<file path="src/rtl/usr_link_pkg.sv">
// Shared types and constants for the shift-register serial link controller.
package usr_link_pkg;

  typedef enum logic [2:0] {
    IDLE    = 3'd0,
    LOAD    = 3'd1,
    SHIFT   = 3'd2,
    CAPTURE = 3'd3,
    DONE    = 3'd4
  } state_t;

  localparam logic SEL_LOAD  = 1'b1;
  localparam logic SEL_SHIFT = 1'b0;

  localparam int DATA_W_DEF = 8;

endpackage

</file>
<file path="src/rtl/usr_link_if.sv">
// Host handshake plus transmitter/receiver link signals of the serial link controller.
interface usr_link_if #(parameter int DATA_W = usr_link_pkg::DATA_W_DEF);
  logic [DATA_W-1:0] tx_data;
  logic [DATA_W-1:0] tx_hold;
  logic [DATA_W-1:0] rx_data;
  logic [DATA_W-1:0] rx_byte;
  logic              tx_valid;
  logic              tx_ready;
  logic              tx_select;
  logic              rx_select;
  logic              tx_shift_en;
  logic              serial_line;
  logic              rx_valid;
  logic              rx_ack;

  // slave: the controller; master: host plus transmitter/receiver pair
  modport slave (
    input  tx_data, tx_valid, rx_data, serial_line, rx_ack,
    output tx_ready, tx_hold, tx_select, rx_select, tx_shift_en, rx_byte, rx_valid
  );

  modport master (
    output tx_data, tx_valid, rx_data, serial_line, rx_ack,
    input  tx_ready, tx_hold, tx_select, rx_select, tx_shift_en, rx_byte, rx_valid
  );
endinterface

</file>
<file path="src/rtl/usr_link_bit_counter.sv">
// Up-counter with synchronous clear that stops at its terminal value.
module usr_link_bit_counter #(
  parameter int CNT_W = 4
) (
  input  logic             clk,
  input  logic             rst,
  input  logic             clear,
  input  logic             enable,
  input  logic [CNT_W-1:0] terminal,
  output logic             tc
);

  logic [CNT_W-1:0] count;

  always_ff @(posedge clk or posedge rst) begin
    if (rst) begin
      count <= '0;
    end else if (clear) begin
      count <= '0;
    end else if (enable && !tc) begin
      count <= count + CNT_W'(1);
    end
  end

  assign tc = (count == terminal);

endmodule

</file>
<file path="src/rtl/usr_link_controller.sv">
// Load/shift/capture sequencer for the serial link; USR_LINK_PARITY_EN adds an
// appended even-parity bit and a parity check on the received frame.
//
// state   | meaning
// IDLE    | ready for a host byte
// LOAD    | transmitter parallel load from the hold register
// SHIFT   | transmitter shifts out, receiver shifts in
// CAPTURE | receiver word copied to rx_byte
// DONE    | rx_byte presented until rx_ack
module usr_link_controller
  import usr_link_pkg::*;
#(
  parameter  int DATA_W = DATA_W_DEF,
  localparam int CNT_W  = $clog2(DATA_W + 1)
) (
  input  logic    CLK,
  input  logic    RST,
  usr_link_if.slave lnk,
  output logic    busy,
  output logic    parity_err
);

`ifdef USR_LINK_PARITY_EN
  localparam int PAR_BITS = 1;
`else
  localparam int PAR_BITS = 0;
`endif
  localparam logic [CNT_W-1:0] SHIFT_LAST = CNT_W'(DATA_W - 1 + PAR_BITS);

  state_t            state, state_nx;
  logic [DATA_W-1:0] hold;
  logic [DATA_W-1:0] rx_byte_q;
  logic              cnt_clr, cnt_en, cnt_tc;
  logic              tx_ready_c, tx_select_c, rx_select_c, tx_shift_en_c, rx_valid_c;

  usr_link_bit_counter #(.CNT_W(CNT_W)) u_bit_cnt (
    .clk      (CLK),
    .rst      (RST),
    .clear    (cnt_clr),
    .enable   (cnt_en),
    .terminal (SHIFT_LAST),
    .tc       (cnt_tc)
  );

  always_ff @(posedge CLK or posedge RST) begin
    if (RST) begin
      state <= IDLE;
    end else begin
      state <= state_nx;
    end
  end

  always_comb begin
    state_nx      = state;
    tx_ready_c    = 1'b0;
    tx_select_c   = SEL_SHIFT;
    rx_select_c   = 1'b0;
    tx_shift_en_c = 1'b0;
    rx_valid_c    = 1'b0;
    cnt_clr       = 1'b0;
    cnt_en        = 1'b0;
    case (state)
      IDLE: begin
        tx_ready_c = 1'b1;
        if (lnk.tx_valid) state_nx = LOAD;
      end
      LOAD: begin
        tx_select_c = SEL_LOAD;
        cnt_clr     = 1'b1;
        state_nx    = SHIFT;
      end
      SHIFT: begin
        tx_shift_en_c = 1'b1;
        rx_select_c   = 1'b1;
        cnt_en        = 1'b1;
        if (cnt_tc) state_nx = CAPTURE;
      end
      CAPTURE: begin
        state_nx = DONE;
      end
      DONE: begin
        rx_valid_c = 1'b1;
        if (lnk.rx_ack) state_nx = IDLE;
      end
      default: begin
        state_nx = IDLE;
      end
    endcase
  end

  always_ff @(posedge CLK or posedge RST) begin
    if (RST) begin
      hold      <= '0;
      rx_byte_q <= '0;
    end else begin
      if (state == IDLE && lnk.tx_valid) hold <= lnk.tx_data;
      if (state == CAPTURE) rx_byte_q <= lnk.rx_data;
    end
  end

`ifdef USR_LINK_PARITY_EN
  // Data bits plus the appended even-parity bit XOR to zero on a clean frame.
  logic par_acc;

  always_ff @(posedge CLK or posedge RST) begin
    if (RST) begin
      par_acc    <= 1'b0;
      parity_err <= 1'b0;
    end else if (state == LOAD) begin
      par_acc    <= 1'b0;
      parity_err <= 1'b0;
    end else if (state == SHIFT) begin
      par_acc <= par_acc ^ lnk.serial_line;
    end else if (state == CAPTURE) begin
      parity_err <= par_acc;
    end
  end
`else
  logic unused_serial;
  assign unused_serial = lnk.serial_line;
  assign parity_err    = 1'b0;
`endif

  assign lnk.tx_ready    = tx_ready_c;
  assign lnk.tx_select   = tx_select_c;
  assign lnk.rx_select   = rx_select_c;
  assign lnk.tx_shift_en = tx_shift_en_c;
  assign lnk.rx_valid    = rx_valid_c;
  assign lnk.tx_hold     = hold;
  assign lnk.rx_byte     = rx_byte_q;
  assign busy            = (state != IDLE);

endmodule

</file>
<file path="src/flat_wrapper.sv">
// flat-port wrapper written by rule: the top's interface ports become plain ports
module usr_link_controller_flat import usr_link_pkg::*;
#(
  parameter  int DATA_W = DATA_W_DEF,
  localparam int CNT_W  = $clog2(DATA_W + 1)
)
  (CLK, RST, busy, parity_err, lnk_tx_data, lnk_tx_valid, lnk_rx_data, lnk_serial_line, lnk_rx_ack, lnk_tx_ready, lnk_tx_hold, lnk_tx_select, lnk_rx_select, lnk_tx_shift_en, lnk_rx_byte, lnk_rx_valid);
  usr_link_if #(.DATA_W(DATA_W)) lnk_i ();
  input  logic CLK;
  input  logic RST;
  output logic busy;
  output logic parity_err;
  input wire logic [$bits(lnk_i.tx_data)-1:0] lnk_tx_data;
  input wire logic [$bits(lnk_i.tx_valid)-1:0] lnk_tx_valid;
  input wire logic [$bits(lnk_i.rx_data)-1:0] lnk_rx_data;
  input wire logic [$bits(lnk_i.serial_line)-1:0] lnk_serial_line;
  input wire logic [$bits(lnk_i.rx_ack)-1:0] lnk_rx_ack;
  output wire logic [$bits(lnk_i.tx_ready)-1:0] lnk_tx_ready;
  output wire logic [$bits(lnk_i.tx_hold)-1:0] lnk_tx_hold;
  output wire logic [$bits(lnk_i.tx_select)-1:0] lnk_tx_select;
  output wire logic [$bits(lnk_i.rx_select)-1:0] lnk_rx_select;
  output wire logic [$bits(lnk_i.tx_shift_en)-1:0] lnk_tx_shift_en;
  output wire logic [$bits(lnk_i.rx_byte)-1:0] lnk_rx_byte;
  output wire logic [$bits(lnk_i.rx_valid)-1:0] lnk_rx_valid;
  assign lnk_i.tx_data = lnk_tx_data;
  assign lnk_i.tx_valid = lnk_tx_valid;
  assign lnk_i.rx_data = lnk_rx_data;
  assign lnk_i.serial_line = lnk_serial_line;
  assign lnk_i.rx_ack = lnk_rx_ack;
  assign lnk_tx_ready = lnk_i.tx_ready;
  assign lnk_tx_hold = lnk_i.tx_hold;
  assign lnk_tx_select = lnk_i.tx_select;
  assign lnk_rx_select = lnk_i.rx_select;
  assign lnk_tx_shift_en = lnk_i.tx_shift_en;
  assign lnk_rx_byte = lnk_i.rx_byte;
  assign lnk_rx_valid = lnk_i.rx_valid;
  usr_link_controller #(.DATA_W(DATA_W)) u_core (.CLK(CLK), .RST(RST), .lnk(lnk_i), .busy(busy), .parity_err(parity_err));
endmodule
</file>
<file path="config.mk">
export PLATFORM = sky130hd
export DESIGN_NAME = usr_link_controller_flat
export DESIGN_NICKNAME = d
export VERILOG_FILES = /design/src/rtl/usr_link_pkg.sv /design/src/rtl/usr_link_if.sv /design/src/rtl/usr_link_bit_counter.sv /design/src/rtl/usr_link_controller.sv /design/src/flat_wrapper.sv
export SDC_FILE = /design/constraint.sdc
export NUM_CORES = 1
export LEC_CHECK = 0
export ABC_AREA = 1
export CAP_MARGIN = 20
export CORE_ASPECT_RATIO = 1.2
export CORE_UTILIZATION = 45
export CTS_CLUSTER_SIZE = 40
export DETAILED_ROUTE_END_ITERATION = 7
export PLACE_DENSITY = 0.89
export SLEW_MARGIN = 20
export SYNTH_ARGS = -nofsm -noshare
export SYNTH_HDL_FRONTEND = slang
export SYNTH_SLANG_ARGS = --single-unit
</file>
<file path="constraint.sdc">
create_clock -name CLK -period 3.4 [get_ports CLK]
set_input_delay 1.02 -clock CLK [delete_from_list [all_inputs] [get_ports CLK]]
set_output_delay 1.02 -clock CLK [all_outputs]
set_load 0.005 [all_outputs]
</file>
==> impl_metrics.tcl, run 1 <==
set metrics [dict create \
    status "finished, final reports clean" \
    arrival_ns 1.77 \
    min_period_over_period_pct 82.0 \
    avgViaCountPerCell 4.69 \
    clkTransAtPathRegs_ns 0.12 \
    worst_slew_pin_slew_ns 0.849 \
    nFillCells 184 \
    maxCapViolCount 0 \
    critPathMaxFanout 8 \
    cts_resized 0 \
    dpl.cell_count 192 \
    hold_path.class "flop to flop" \
    critical_path_class "flop to output pin" \
    drtIter0Drc 12 \
    post-route-drc-count 0 \
    crit_required_ns 2.38 \
    cts_num_sinks 23 \
    slew-limit-headroom_pct 43.4 \
    num_rows 19 \
    syn_inst 124 \
    fin_crit_ns 2.79 \
    dieArea_um2 2770 \
    nNetsFinal 188 \
    placed_cell_area_um2 1560 \
    place_congestion 0.763 \
    syn_area_um2 1150 \
    end_kind "output pin" \
    cts_root_buf "clkbuf_4" \
    coreArea_um2 2350 \
    finalClockSkew_ns 0.00723 \
    area_growth_pct 38.0 \
    io_buffers 41 \
    synth_warnings 0 \
    num_vias 920 \
    timing.hold.ws_ns 0.493 \
    p_int_mw 0.819 \
    setup_tns_ns 0 \
    wl_mm 2.05 \
    p_switching_mw 0.490 \
    ir_drop_mv 0.472 \
    grt-ovfl-total 0 \
    htree_levels 1 \
    final_util_pct 67.6 \
    multi_input_comb_area_um2 445 \
    leakage_nw 0.788 \
    p_clk_share_pct 9.3 \
    hold_violations 0 \
    track_usage_pct 17.2 \
    final_cells 196 \
    rsz0062_at_grt "no" \
    syn_area_per_cell_um2 9.29 \
    grt_pass1_vias 875 \
    cp-start-kind "flop" \
    grt_start_max_net_pins 24 \
    ctsLongestPathBuffers 2 \
    ys_types 20 \
    floorplan.initialDensity_pct 49.0 \
    cts_buffers 3 \
    antenna_found_initial 0 \
    switching_share_pct 37.4 \
    hold_buffers 0 \
    yosysSeqAreaShare_pct 49.9 \
    antenna_left 0 \
    dpl.hpwl_mm 1.62 \
    num_io_pins 44 \
    finalSetupViolCount 0 \
    design_area_um2 1590 \
    max_freq_mhz 359 \
    cts_setup_buffers 0 \
    n_antenna_cell 0 \
    drive_above_1_share_pct 17.0 \
    powerDensity_nw_per_um2 823 \
    synthesis.nets 146 \
    die_width_um 48.2 \
    slew_violations 0 \
    wl_per_cell_um 10.5 \
    cts_tree "done" \
    grt_pass1_wl_mm 3.49 \
    ys_ff_latch 23 \
    dr.pass1.iters 4 \
    pwr-share-seq_pct 38.6 \
    combPwrFrac_pct 52.1 \
    seqCellArea_um2 576 \
    clk_latency_ns 0.30 \
    die_h_um 57.4 \
]
## layer usage
layer,routed length [um],GRT usage [%]
met1,897,22.7
met2,1080,28.0
met3,67,2.85
met4,8,5.56
met5,0,0
## logic make-up after synthesis
family          Yosys count  synth area share [%]
fa+ha+maj                 1                  1.09
other cells               1                 0.325
buf+inv                  29                  11.4
xor+xnor                  1                 0.760
flops                    23                  49.9
simple gates             53                  24.3
compound gates           16                  12.2
## power by group through the flow
stage / clock network (mW) / logic, mW / registers, mW
2_1_floorplan: 0 / 0.377 / 0.507
3_3_place_gp: 0 / 0.669 / 0.502
3_5_place_dp: 0 / 0.690 / 0.511
4_1_cts: 0.126 / 0.694 / 0.505
5_1_grt: 0.138 / 0.760 / 0.523
6_report: 0.122 / 0.681 / 0.506
## layout by cell type (no fill, tap or decap), types with 3 or more instances in the layout
master	Yosys	routed
inv_1	24	24
o21ai_2	16	16
clkbuf_4	0	3
clkdlybuf4s50_1	0	41
nand3_1	10	10
dfrtp_1	23	23
nor2_1	4	4
nand2_1	27	27
## area by class of cell
| type | count | area share (%) |
|---|---|---|
| flip-flops and latches | 23 | 36.2 |
| clock buffers | 4 | 1.65 |
| well taps | 31 | 2.44 |
| multi-input cells | 72 | 28.0 |
| inverters | 25 | 5.90 |
| repair buffers | 41 | 25.8 |
## path summary, 6_finish.rpt
path	slack [ns]	start	cells past startpoint	endpoint
max in group asynchronous	1.70	RST	2	u_core.u_bit_cnt.count[3]
setup reg to reg	2.16	u_core.state[0]	4	u_core.lnk.tx_hold[7]
hold reg to reg	0.49	u_core.lnk.rx_byte[0]	2	u_core.lnk.rx_byte[0]
hold / removal	0.49	u_core.lnk.rx_byte[0]	2	u_core.lnk.rx_byte[0]
min in group asynchronous	1.17	RST	2	u_core.lnk.tx_hold[3]
setup / recovery	0.61	u_core.state[2]	4	lnk_tx_select
## per-stage QoR
step                      setup WS (ns)  power (mW)
after global placement            0.976        1.17
after global routing              0.476        1.42
after detailed placement          0.954        1.20
final                             0.611        1.31
after CTS                         0.606        1.32
after floorplan                    1.49       0.884
## state kept, by name (all words and copies together), names as in the netlist
register	flops
u_core.u_bit_cnt.count	4
u_core.lnk.tx_hold	8
u_core.state	3
u_core.lnk.rx_byte	8
## worst max-delay path, stage by stage, from the launching register on
cell	delay (ns)
dfrtp_1	0.46
inv_1	0.15
nand3_1	0.25
inv_1	0.11
clkdlybuf4s50_1	0.50
## Yosys cell counts
cell | number | area, um2
inv_1 | 24 | 90.1
nand4_1 | 1 | 6.26
nand3b_1 | 2 | 15.0
dfrtp_1 | 23 | 576
nand2_4 | 1 | 11.3
conb_1 | 1 | 3.75
xor2_1 | 1 | 8.76
nand3_1 | 10 | 50.1
nor2_1 | 4 | 15.0
buf_6 | 2 | 22.5
nor2_4 | 2 | 22.5
nor3_1 | 1 | 5.00
nor2_2 | 1 | 6.26
inv_2 | 1 | 3.75
o21ai_2 | 16 | 140
ha_1 | 1 | 12.5
nand2_1 | 27 | 101
nand3_4 | 2 | 35.0
buf_4 | 2 | 15.0
nand2_2 | 2 | 12.5
Note: power is estimated with default switching activity, not from simulation.
==> run 2: changes to the inputs <==
--- a/config.mk
+++ b/config.mk
@@ -8,10 +8,10 @@
 export ABC_AREA = 1
 export CAP_MARGIN = 20
 export CORE_ASPECT_RATIO = 1.2
-export CORE_UTILIZATION = 45
+export CORE_UTILIZATION = 43
 export CTS_CLUSTER_SIZE = 40
 export DETAILED_ROUTE_END_ITERATION = 7
-export PLACE_DENSITY = 0.89
+export PLACE_DENSITY = 0.86
 export SLEW_MARGIN = 20
 export SYNTH_ARGS = -nofsm -noshare
 export SYNTH_HDL_FRONTEND = slang
==> constraint.sdc (replaced) <==
create_clock -name CLK -period 2.77 [get_ports CLK]
set_input_delay 0.831 -clock CLK [delete_from_list [all_inputs] [get_ports CLK]]
set_output_delay 0.831 -clock CLK [all_outputs]
set_load 0.005 [all_outputs]
==> impl_metrics.tcl, run 2 (same netlist as run 1, synthesis figures left out) <==
set metrics [dict create \
    hold_buffers 0 \
    cts_root_buf "clkbuf_4" \
    cts_num_sinks 23 \
    floorplan.initialDensity_pct 45.6 \
    cts_resized 0 \
    grt_pass1_vias 973 \
    p_int_mw 1.00 \
    finalSetupViolCount 0 \
    min_from "u_core.lnk.rx_byte[6]" \
    num_io_pins 44 \
    crit_required_ns 1.94 \
    n_antenna_cell 0 \
    slew_violations 0 \
    rr_worst_depth 4 \
    wl_mm 2.13 \
    post-route-drc-count 0 \
    num_rows 20 \
    drive_above_1_share_pct 18.1 \
    rsz0062_at_grt "no" \
    pwr-share-seq_pct 38.5 \
    worstHoldPathCells 2 \
    cp-start-kind "flop" \
    reg2reg_from "u_core.state[2]" \
    htree_levels 1 \
    total_power_mw 1.61 \
    fin_crit_ns 2.62 \
    min_to "u_core.lnk.rx_byte[6]" \
    coreArea_um2 2530 \
    place_congestion 0.737 \
    clkTransAtPathRegs_ns 0.12 \
    num_vias 914 \
    nFillCells 207 \
    layout_commonest_cell "clkdlybuf4s50_1" \
    dieArea_um2 2890 \
    dr.pass1.iters 4 \
    die_width_um 49.3 \
    area_growth_pct 39.0 \
    track_usage_pct 17.7 \
    powerDensity_nw_per_um2 1000 \
    critPathMaxFanout 8 \
    switching_share_pct 37.5 \
    worstPathCellList "inv_1, nand3_1, inv_1, clkdlybuf4s50_1" \
    hold_path.class "flop to flop" \
    cts_buffers 3 \
    cts_tree "done" \
    clk_latency_ns 0.30 \
    finalClockSkew_ns 0.00384 \
    layout_common_cells "clkdlybuf4s50_1 (41), nand2_1 (27), inv_1 (24)" \
    p_switching_mw 0.604 \
    min_period_over_period_pct 94.7 \
    die_h_um 58.7 \
    timing.rr.end "u_core.u_bit_cnt.count[3]" \
    cp_slowest_stage_delay_ns 0.50 \
    wl_per_cell_um 10.7 \
    setup_tns_ns 0 \
    max_freq_mhz 381 \
    combPwrFrac_pct 52.3 \
    antenna_left 0 \
    io_buffers 41 \
    ctsLongestPathBuffers 2 \
    antenna_found_initial 0 \
    p_clk_share_pct 9.1 \
    grt_start_max_net_pins 24 \
    hold_violations 0 \
    nNetsFinal 189 \
    status "finished, final reports clean" \
    critical_path_class "flop to output pin" \
    dpl.hpwl_mm 1.70 \
    final_util_pct 63.4 \
    cts_setup_buffers 0 \
    leakage_nw 0.795 \
    grt-ovfl-total 0 \
    cp_common_cell "inv_1" \
    end_kind "output pin" \
    maxCapViolCount 0 \
    ir_drop_mv 0.637 \
    avgViaCountPerCell 4.59 \
    arrival_ns 1.79 \
    drtIter0Drc 12 \
    cp_slowest_cell "clkdlybuf4s50_1" \
    grt_pass1_wl_mm 4.04 \
    regToRegSetupSlack_ns 1.53 \
]
-- run 2: critical path: cells and delay by family (launching register included) --
family	cells	cell delay [ns]
buffers and inverters	3	0.77
flip-flops	1	0.45
AND/OR/NAND/NOR	1	0.28
-- run 2: per-stage QoR --
step | std cells | worst slack [ns] | instance area [um2] | hold WS (ns)
global route | 199 | 0.0426 | 1600 | 0.526
finish | 199 | 0.148 | 1600 | 0.492
CTS | 199 | 0.147 | 1600 | 0.498
detailed placement | 195 | 0.491 | 1570 | 0.468
floorplan | 124 | 1.05 | 1150 | 0.479
global placement | 195 | 0.543 | 1570 | 0.466
-- run 2: worst max-delay path by stage --
stage                     cells past startpoint       startpoint  slack [ns]              end
after detailed placement                      4  u_core.state[2]        0.49    lnk_tx_select
after floorplan                               4  u_core.state[0]        1.05  lnk_tx_shift_en
after global placement                        4  u_core.state[2]        0.54    lnk_tx_select
after CTS                                     4  u_core.state[2]        0.15    lnk_tx_select
final                                         4  u_core.state[2]        0.15    lnk_tx_select
after global routing                          4  u_core.state[2]        0.04    lnk_tx_select
-- run 2: routing by layer --
layer | share of wire (%) | GRT usage, % | vias up | wire (um)
met3 | 3.6 | 1.81 | 2 | 77
met5 | 0 | 0 | - | 0
met4 | 0.42 | 5.88 | 0 | 9
met2 | 52 | 33.1 | 23 | 1110
li1 | - | - | 464 | -
met1 | 44 | 21.2 | 425 | 939
-- run 2: power groups by stage --
stage | clock, mW | sequential [mW] | combinational (mW)
after detailed placement | 0 | 0.628 | 0.852
after floorplan | 0 | 0.623 | 0.463
after global routing | 0.169 | 0.644 | 0.940
final | 0.147 | 0.620 | 0.842
after global placement | 0 | 0.618 | 0.822
after CTS | 0.154 | 0.621 | 0.855
-- run 2: cell type report --
type	instances	area, um2	area share, %
Sequential cell	23	576	35.9
Tap cell	33	41.3	2.58
Timing Repair Buffer	42	418	26.1
Inverter	25	93.8	5.86
Clock buffer	3	22.5	1.41
Clock inverter	1	5.00	0.312
Multi-Input combinational cell	72	445	27.8
